[config.mk]
export PLATFORM = sky130hd
export DESIGN_NAME = pc_sequencer
export DESIGN_NICKNAME = d
export VERILOG_FILES = /design/src/rtl/pc_sequencer.sv
export SDC_FILE = /design/constraint.sdc
export NUM_CORES = 1
export LEC_CHECK = 0
export CORE_AREA = 2 2 66 68
export DETAILED_ROUTE_END_ITERATION = 8
export DIE_AREA = 0 0 68 70
export GPL_TIMING_DRIVEN = 0
export PLACE_DENSITY = 0.71
export SLEW_MARGIN = 20
export SYNTH_ARGS = -nofsm -noshare
export SYNTH_HDL_FRONTEND = slang
export SYNTH_SLANG_ARGS = --single-unit
[constraint.sdc]
create_clock -name clk -period 3.25 [get_ports clk]
set_input_delay 0.8125 -clock clk [delete_from_list [all_inputs] [get_ports clk]]
set_output_delay 0.8125 -clock clk [all_outputs]
set_load 0.1 [all_outputs]
[src/rtl/pc_sequencer.sv]
// pc_sequencer: program counter and run control for the 8-bit single-cycle core.
// Owns the IDLE/RUN/DONE run state, the start/done handshake, BNE relative
// branching on the ALU result, and a saturating retired-instruction counter.
module pc_sequencer #(
   parameter int PC_W       = 10,
   parameter int START_ADDR = 0,
   parameter int CNT_W      = 16
) (
   input  logic             clk,
   input  logic             reset,
   input  logic             start,
   input  logic             stall,
   input  logic             halt,
   input  logic             is_bne,
   input  logic [7:0]       alu_rslt,
   output logic [PC_W-1:0]  pc,
   output logic             run,
   output logic             done,
   output logic [CNT_W-1:0] retired
);

   localparam logic [PC_W-1:0]  START_PC = START_ADDR[PC_W-1:0];
   localparam logic [CNT_W-1:0] CNT_MAX  = {CNT_W{1'b1}};

   typedef enum logic [1:0] {
      IDLE = 2'd0,
      RUN  = 2'd1,
      DONE = 2'd2
   } state_t;

   state_t           state, state_nxt;
   logic [PC_W-1:0]  pc_nxt;
   logic [CNT_W-1:0] cnt_nxt;
   logic [PC_W-1:0]  br_off;

   // ALU result is a signed 8-bit offset; widen to the address width
   assign br_off = {{(PC_W-8){alu_rslt[7]}}, alu_rslt};

   // Next state, next pc and next retired count
   always_comb begin
      state_nxt = state;
      pc_nxt    = pc;
      cnt_nxt   = retired;
      case (state)
         IDLE, DONE: begin
            if (start) begin
               state_nxt = RUN;
               pc_nxt    = START_PC;
               cnt_nxt   = '0;
            end
         end
         RUN: begin
            // A stalled instruction does not retire; flags are ignored
            if (!stall) begin
               if (retired != CNT_MAX)
                  cnt_nxt = retired + 1'b1;
               if (halt)
                  state_nxt = DONE;          // pc keeps pointing at the HALT
               else if (is_bne && (alu_rslt != 8'd0))
                  pc_nxt = pc + br_off;      // truncates mod 2^PC_W
               else
                  pc_nxt = pc + 1'b1;        // zero offset means not taken
            end
         end
         default: begin
            state_nxt = IDLE;
            pc_nxt    = START_PC;
            cnt_nxt   = '0;
         end
      endcase
   end

   // State and output registers; run/done decoded from the next state so
   // they are plain flops with no input-to-output path
   always_ff @(posedge clk) begin
      if (reset) begin
         state   <= IDLE;
         pc      <= START_PC;
         run     <= 1'b0;
         done    <= 1'b0;
         retired <= '0;
      end else begin
         state   <= state_nxt;
         pc      <= pc_nxt;
         run     <= (state_nxt == RUN);
         done    <= (state_nxt == DONE);
         retired <= cnt_nxt;
      end
   end

endmodule
==> results.ini, run 1 <==
[cts]
ctsLongestPathBuffers = 2
tritoncts = built
post_cts_buffers = 0
clk_latency_ns = 0.29
root_buffer = clkbuf_8
ctsHtreeMaxLevel = 2
path_clk_slew_ns = 0.07
cts.sinks = 30
cts_made_buffers = 5

[global_route]
antenna_found_initial = 0
grt.total_usage = 0.1841
overflow = 0
grt_pass1_wl_um = 6644
grt_pass1_vias = 1571
grt_max_degree = 11

[synth]
syn-instance-count = 211
postSynthAreaPerCell_sq_um = 8.296
synthArstFlopShare = 0
synth_sequential_area_ratio = 0.3431
netlist-cell-type-count = 46
ys.flop_type = dfxtp_1
synth_top_area_cell = dfxtp_1
synthTopCellsByCount = dfxtp_1, nor2_1, nand2_1
syn_area_sq_um = 1750
yosysWarnings = 0
syn-num-nets = 236
ys_seq_elements = 30
synth_enable_flop_cells = 0
synth_top_cell_area_share = 0.3431
synth.area.top_cells = dfxtp_1, ha_1, xnor2_1

[layout]
seq_area_sq_um = 600.6
antenna_cells = 0
fillers = 410
drive_gt1_frac = 0.07722
areaGrowthSynthToFinish_pct = 32.17
multiInputGateArea_sq_um = 1079
nets = 283

[sta]
hold_violations = 0
grt_setup_unrepaired = no
worst_pin_slew_ns = 0.9752
fin_crit_sh = 0.9655
slew_violations = 0
slew_headroom = 0.3478
min_period_ns = 3.138
timing.fmax_ghz = 0.3187
worst_clock_skew_ns = 0.007003
setup_viol_count_final = 0
worst_hold_slack_ns = 0.4754

[detailed_routing]
drt-initial-drc-count = 63
finalWirelength_um = 4120
wl_per_cell_um = 13.25
first_pass_iters = 4
drc = 0
vias_per_cell = 5.270
ant_nets = 0
vias = 1639

[power_and_ir_drop]
peakVddDrop_uv = 298.7
power_density_nw_per_um2 = 375.9
p_leak_nw = 0.8153
total_power_w = 0.0008697

[setup_path]
endpoint_kind = flip-flop
critPathRequiredTime_ns = 3.42
criticalPathCategory = input pin to flip-flop
critPathMaxFanout = 3
cp-start-kind = input pin
cp_data_arrival_time_ns = 3.31

[die]
fp-row-count = 24
die_w_um = 68
dieArea_sq_um = 4760
ios = 42
die_h_um = 70
start_util = 0.4224
core_sq_um = 4144

[placement]
dp_hpwl_um = 3000
io_buffer_count = 40
gp_congestion = 0.8265

[run]
drv_cap = 0

[min_path]
min_path_type = flip-flop to flip-flop

[status]
outcome = complete, no violations

-- what timing repair did --
item | 4_1_cts | 5_1_grt
endpoints found under the setup margin | 0 | 1
hold buffers | 0 | 0
resized for setup | 0 | 1
-- registers in the layout, indices dropped and copies added (netlist names) --
| register | flops |
|---|---|
| pc | 10 |
| retired | 16 |
| done | 1 |
| run | 1 |
| state | 2 |
-- path summary, 6_finish.rpt --
kind	slack, ns	cells after the start	end	startpoint
setup / recovery	0.11	13	pc[6]$_SDFFE_PP0P_	alu_rslt[5]
hold / removal	0.48	2	pc[6]$_SDFFE_PP0P_	pc[6]$_SDFFE_PP0P_
setup reg to reg	1.18	9	pc[6]$_SDFFE_PP0P_	pc[0]$_SDFFE_PP0P_
hold reg to reg	0.48	2	pc[6]$_SDFFE_PP0P_	pc[6]$_SDFFE_PP0P_
-- critical path, cell delays in order --
cell and delay, ns:
clkdlybuf4s50_1 0.43, nor4_2 0.29, nand2_1 0.07, nand3b_1 0.11, ha_1 0.17, inv_1 0.05
fa_1 0.39, nor2b_1 0.16, o21a_1 0.16, o211ai_1 0.14, and4_1 0.23, o211ai_1 0.20
a21oi_1 0.09
-- layout by cell type (no fill, tap or decap), drive strengths merged, types with 2 or more instances in the layout --
cell type	n
a211o	2
a21o	2
a21oi	14
a22oi	2
a31oi	4
and2	5
and4	2
buf	4
clkbuf	9
clkdlybuf4s50	40
dfxtp	30
ha	10
inv	12
mux2i	2
nand2	14
nand2b	2
nand3	8
nand3b	3
nor2	30
nor2b	5
nor3	10
nor4	7
o211ai	4
o21ai	5
or2	2
or3	4
xnor2	13
xor2	2
-- logic make-up after synthesis --
kind of cell | after synthesis | synth area share
simple gates | 96 | 0.2809
compound gates | 39 | 0.1623
buf+inv | 18 | 0.04431
mux | 2 | 0.01144
flops | 30 | 0.3431
fa+ha+maj | 11 | 0.08292
xor+xnor | 15 | 0.07506
-- area by class of cell --
class,instances,area share
inverters,12,0.01947
clock inverters,1,0.002163
plain buffers,6,0.01406
clock buffers,7,0.03732
multi-input cells,163,0.4662
flip-flops and latches,30,0.2596
well taps,52,0.02812
repair buffers,40,0.1731
-- per-stage QoR --
step,TNS (ns),std cells,instance area [sq um],util,setup WS [ns]
2_1_floorplan,0,211,1750,-,0.5354
3_3_place_gp,-0.3228,303,2216,0.5347,-0.1680
3_5_place_dp,-0.3372,303,2216,0.5347,-0.1755
4_1_cts,0,311,2307,0.5568,0.08231
5_1_grt,0,311,2313,0.5583,0.02814
6_report,0,311,2313,0.5583,0.1123
-- routing by layer --
| metal | wire (um) | track usage |
|---|---|---|
| met5 | 0 | 0 |
| met4 | 80 | 0.08444 |
| met3 | 245 | 0.05475 |
| met2 | 1940 | 0.2988 |
| met1 | 1853 | 0.2183 |
-- power by group --
group          switching, W  internal [W]  leakage, nW  total, W
clock              0.000146      0.000171       0.0482  0.000317
combinational      0.000112     0.0000574        0.524  0.000170
sequential       0.00000741      0.000376        0.243  0.000383
Note: power is estimated with default switching activity, not from simulation.
==> run 2: changes to the inputs <==
--- a/config.mk
+++ b/config.mk
@@ -9,6 +9,7 @@
 export DETAILED_ROUTE_END_ITERATION = 8
 export DIE_AREA = 0 0 68 70
 export GPL_TIMING_DRIVEN = 0
+export HOLD_SLACK_MARGIN = 0.03
 export PLACE_DENSITY = 0.71
 export SLEW_MARGIN = 20
 export SYNTH_ARGS = -nofsm -noshare
==> results of run 2 <==
No change in the layout: final DEF, timing and power equal those of run 1.
==> edit: new RTL, flow settings as in run 1 <==
Change the parameter `CNT_W` from 16 to 20.
--- a/src/rtl/pc_sequencer.sv
+++ b/src/rtl/pc_sequencer.sv
@@ -5,5 +5,5 @@
    parameter int PC_W       = 10,
    parameter int START_ADDR = 0,
-   parameter int CNT_W      = 16
+   parameter int CNT_W      = 20
 ) (
    input  logic             clk,
Ports: changed (resized retired); port bits go from 42 to 46. The function was not compared with the original's and may differ.
==> edit against run 1 <==
Total power is 19% higher; combinational power is 49% higher; wire length grew 31%; core utilization increased by 12 points; cell area increased by 22%; sequential cell count grew 4; sequential power increased by 14%; synthesized area increased by 23%; largest cell class unchanged; sequential share of layout area fell by 1.8 points; setup slack improved by 0.16 ns.
==> edit: results (changes against run 1) <==
.. list-table::
   :header-rows: 1

   * - Metric
     - Value
   * - Total track usage
     - 24.60% (+6.2 points)
   * - Cell count after synthesis
     - 266 (+26%)
   * - Final-stage net count
     - 345 (+22%)
   * - Critical path data arrival time
     - 3.19 ns (-0.12 ns)
   * - Fraction of layout instances using a drive strength above 1
     - 9.346% (+1.6 points)
   * - Wire length of the first global-routing pass
     - 9080 microns (+37%)
   * - Max stage delay cell, worst path
     - clkdlybuf4s50_1
   * - Routed length per placed instance
     - 14.50 microns (+9.5%)
   * - Async S/R FF share, synth
     - 0% (unchanged)
   * - Input/output buffers
     - 45 (+13%)
   * - Final setup skew
     - 0.01219 ns (+0.005188 ns)
   * - Yosys cell types
     - 56 (+22%)
   * - Top cell types by occurrence after synthesis
     - 34 x dfxtp_1, 28 x a21oi_1, 18 x nand2_1, 18 x nor2_1, 17 x o21ai_0
   * - Number of detailed-routing iterations run before antenna repair
     - 4 (unchanged)
   * - Clk root buf
     - clkbuf_8
   * - Iter 0 DRT Violations
     - 120 (+90%)
   * - Pins over their slew limit
     - 0 (unchanged)
   * - Biggest area contributors in the synthesized netlist
     - dfxtp_1 32%, a21oi_1 6.5%, ha_1 5.8%, o21ai_0 3.9%, nand2_1 3.1%
   * - H-tree depth reported by CTS
     - 2 (unchanged)
   * - # placed instances
     - 363 (+20%)
   * - Cts bufs inserted
     - 5 (unchanged)
   * - Maximum number of pins on one net before global-route repair
     - 12 (+1)
   * - Delay of the slowest cell on the worst path
     - 0.42 ns
   * - Fill cells
     - 362 (-12%)
   * - Peak supply drop
     - 0.2509 mV (-16%)
   * - Via count of the first global-routing pass
     - 1921 (+22%)
   * - Hold Crit Class
     - flop to flop
   * - Clock Latency Late Sink
     - 0.30 ns
   * - Synth warn
     - 0 (unchanged)
   * - Sequential cell area fraction in the yosys report
     - 31.57% (-2.7 points)
   * - Slew at the pin closest to its max-slew limit
     - 0.9731 ns (-0.002069 ns)
   * - Number of antenna violations at the first check in global routing
     - 0 (unchanged)
   * - Cell leakage power
     - 1.005 nW (+23%)
   * - Antenna diode instance count
     - 0 (unchanged)
   * - Status
     - complete, no violations
   * - Half-perimeter wire length after detailed placement
     - 3950 microns (+32%)
   * - Weighted congestion at the end of routability-driven global placement
     - 0.8242 (-0.28%)
   * - Worst-path maximum fanout
     - 3 (unchanged)
   * - Total detailed-routing wirelength
     - 5410 microns (+31%)
   * - Buffer levels on the longest clock path
     - 2 (unchanged)
   * - Vias per std cell
     - 5.893 (+12%)
   * - Clock Pin Slew Worst Setup and Hold Paths
     - 0.07 ns (about the same)
   * - Register containing the most flip-flops in the final layout
     - retired
   * - Largest regs
     - retired x20, pc x10, state x2
   * - Mapped Nets
     - 291 (+23%)
## edit: cell count changes after synthesis, sizes merged, moves of 6 or more
cell    before  now
xnor2       13    3
nor2        30   19
or4          0    6
clkbuf       2    8
o21ai        5   17
a21oi       14   29
## edit: what timing repair did
action / CTS / global route
hold endpoints to repair: 0 / 0
buffers inserted: 0 / 2
resized for setup: 1 / 7
setup endpoints to repair: 1 / 2
pin swaps: 0 / 5
## edit: where the power goes
part | total, mW | internal (mW) | switching (mW)
registers | 0.438 | 0.429 | 0.00916
clock network | 0.339 | 0.170 | 0.169
logic | 0.254 | 0.0837 | 0.171
## edit: critical path, delay by kind of cell
family,cells,cell delay [ns]
adder cells (fa/ha/maj),2,0.54
AO/OA/AOI/OAI,4,0.69
buffers and inverters,2,0.47
AND/OR/NAND/NOR,5,0.67
## edit: cell type report
class / instances / share of cell area, %
well taps: 52 / 2.311
clock inverters: 2 / 0.4444
clock buffers: 6 / 2.933
multi-input cells: 209 / 49.82
repair buffers: 47 / 16.53
plain buffers: 12 / 2.311
flip-flops and latches: 34 / 24.18
inverters: 11 / 1.467
## edit: worst paths after layout
kind / from / depth (start not counted) / endpoint / slack, ns
setup / recovery: alu_rslt[6] / 13 / pc[8]$_SDFFE_PP0P_ / 0.27
setup reg to reg: retired[0]$_SDFFE_PP0P_ / 9 / retired[2]$_SDFFE_PP0P_ / 0.89
hold reg to reg: pc[8]$_SDFFE_PP0P_ / 2 / pc[8]$_SDFFE_PP0P_ / 0.48
hold / removal: pc[8]$_SDFFE_PP0P_ / 2 / pc[8]$_SDFFE_PP0P_ / 0.48
## edit: logic make-up after synthesis
kind of cell	after synthesis	synth area share [%]
simple gates	108	28.03
compound gates	84	25.89
flops	34	31.57
buf+inv	23	4.933
fa+ha+maj	11	6.732
xor+xnor	3	1.219
mux	3	1.625
## edit: per-stage QoR
| step | hold slack, ns | setup TNS [ns] | power (mW) | cell area [sq um] | setup WS (ns) |
|---|---|---|---|---|---|
| 5_1_grt | 0.5119 | 0 | 1.073 | 2815 | 0.01989 |
| 2_1_floorplan | 0.4845 | 0 | 0.6297 | 2156 | 0.4037 |
| 3_3_place_gp | 0.4687 | -0.4545 | 0.6981 | 2671 | -0.2704 |
| 3_5_place_dp | 0.4658 | -0.5377 | 0.6985 | 2671 | -0.3305 |
| 6_report | 0.4772 | 0 | 1.031 | 2815 | 0.2712 |
| 4_1_cts | 0.4759 | 0 | 1.035 | 2771 | 0.03022 |
## edit: routing by layer
metal,track usage [%],vias up,wire (microns)
li1,-,1107,-
met1,37.39,1025,2682
met2,33.66,57,2377
met3,5.153,9,254
met4,9.111,0,95
met5,0,-,0
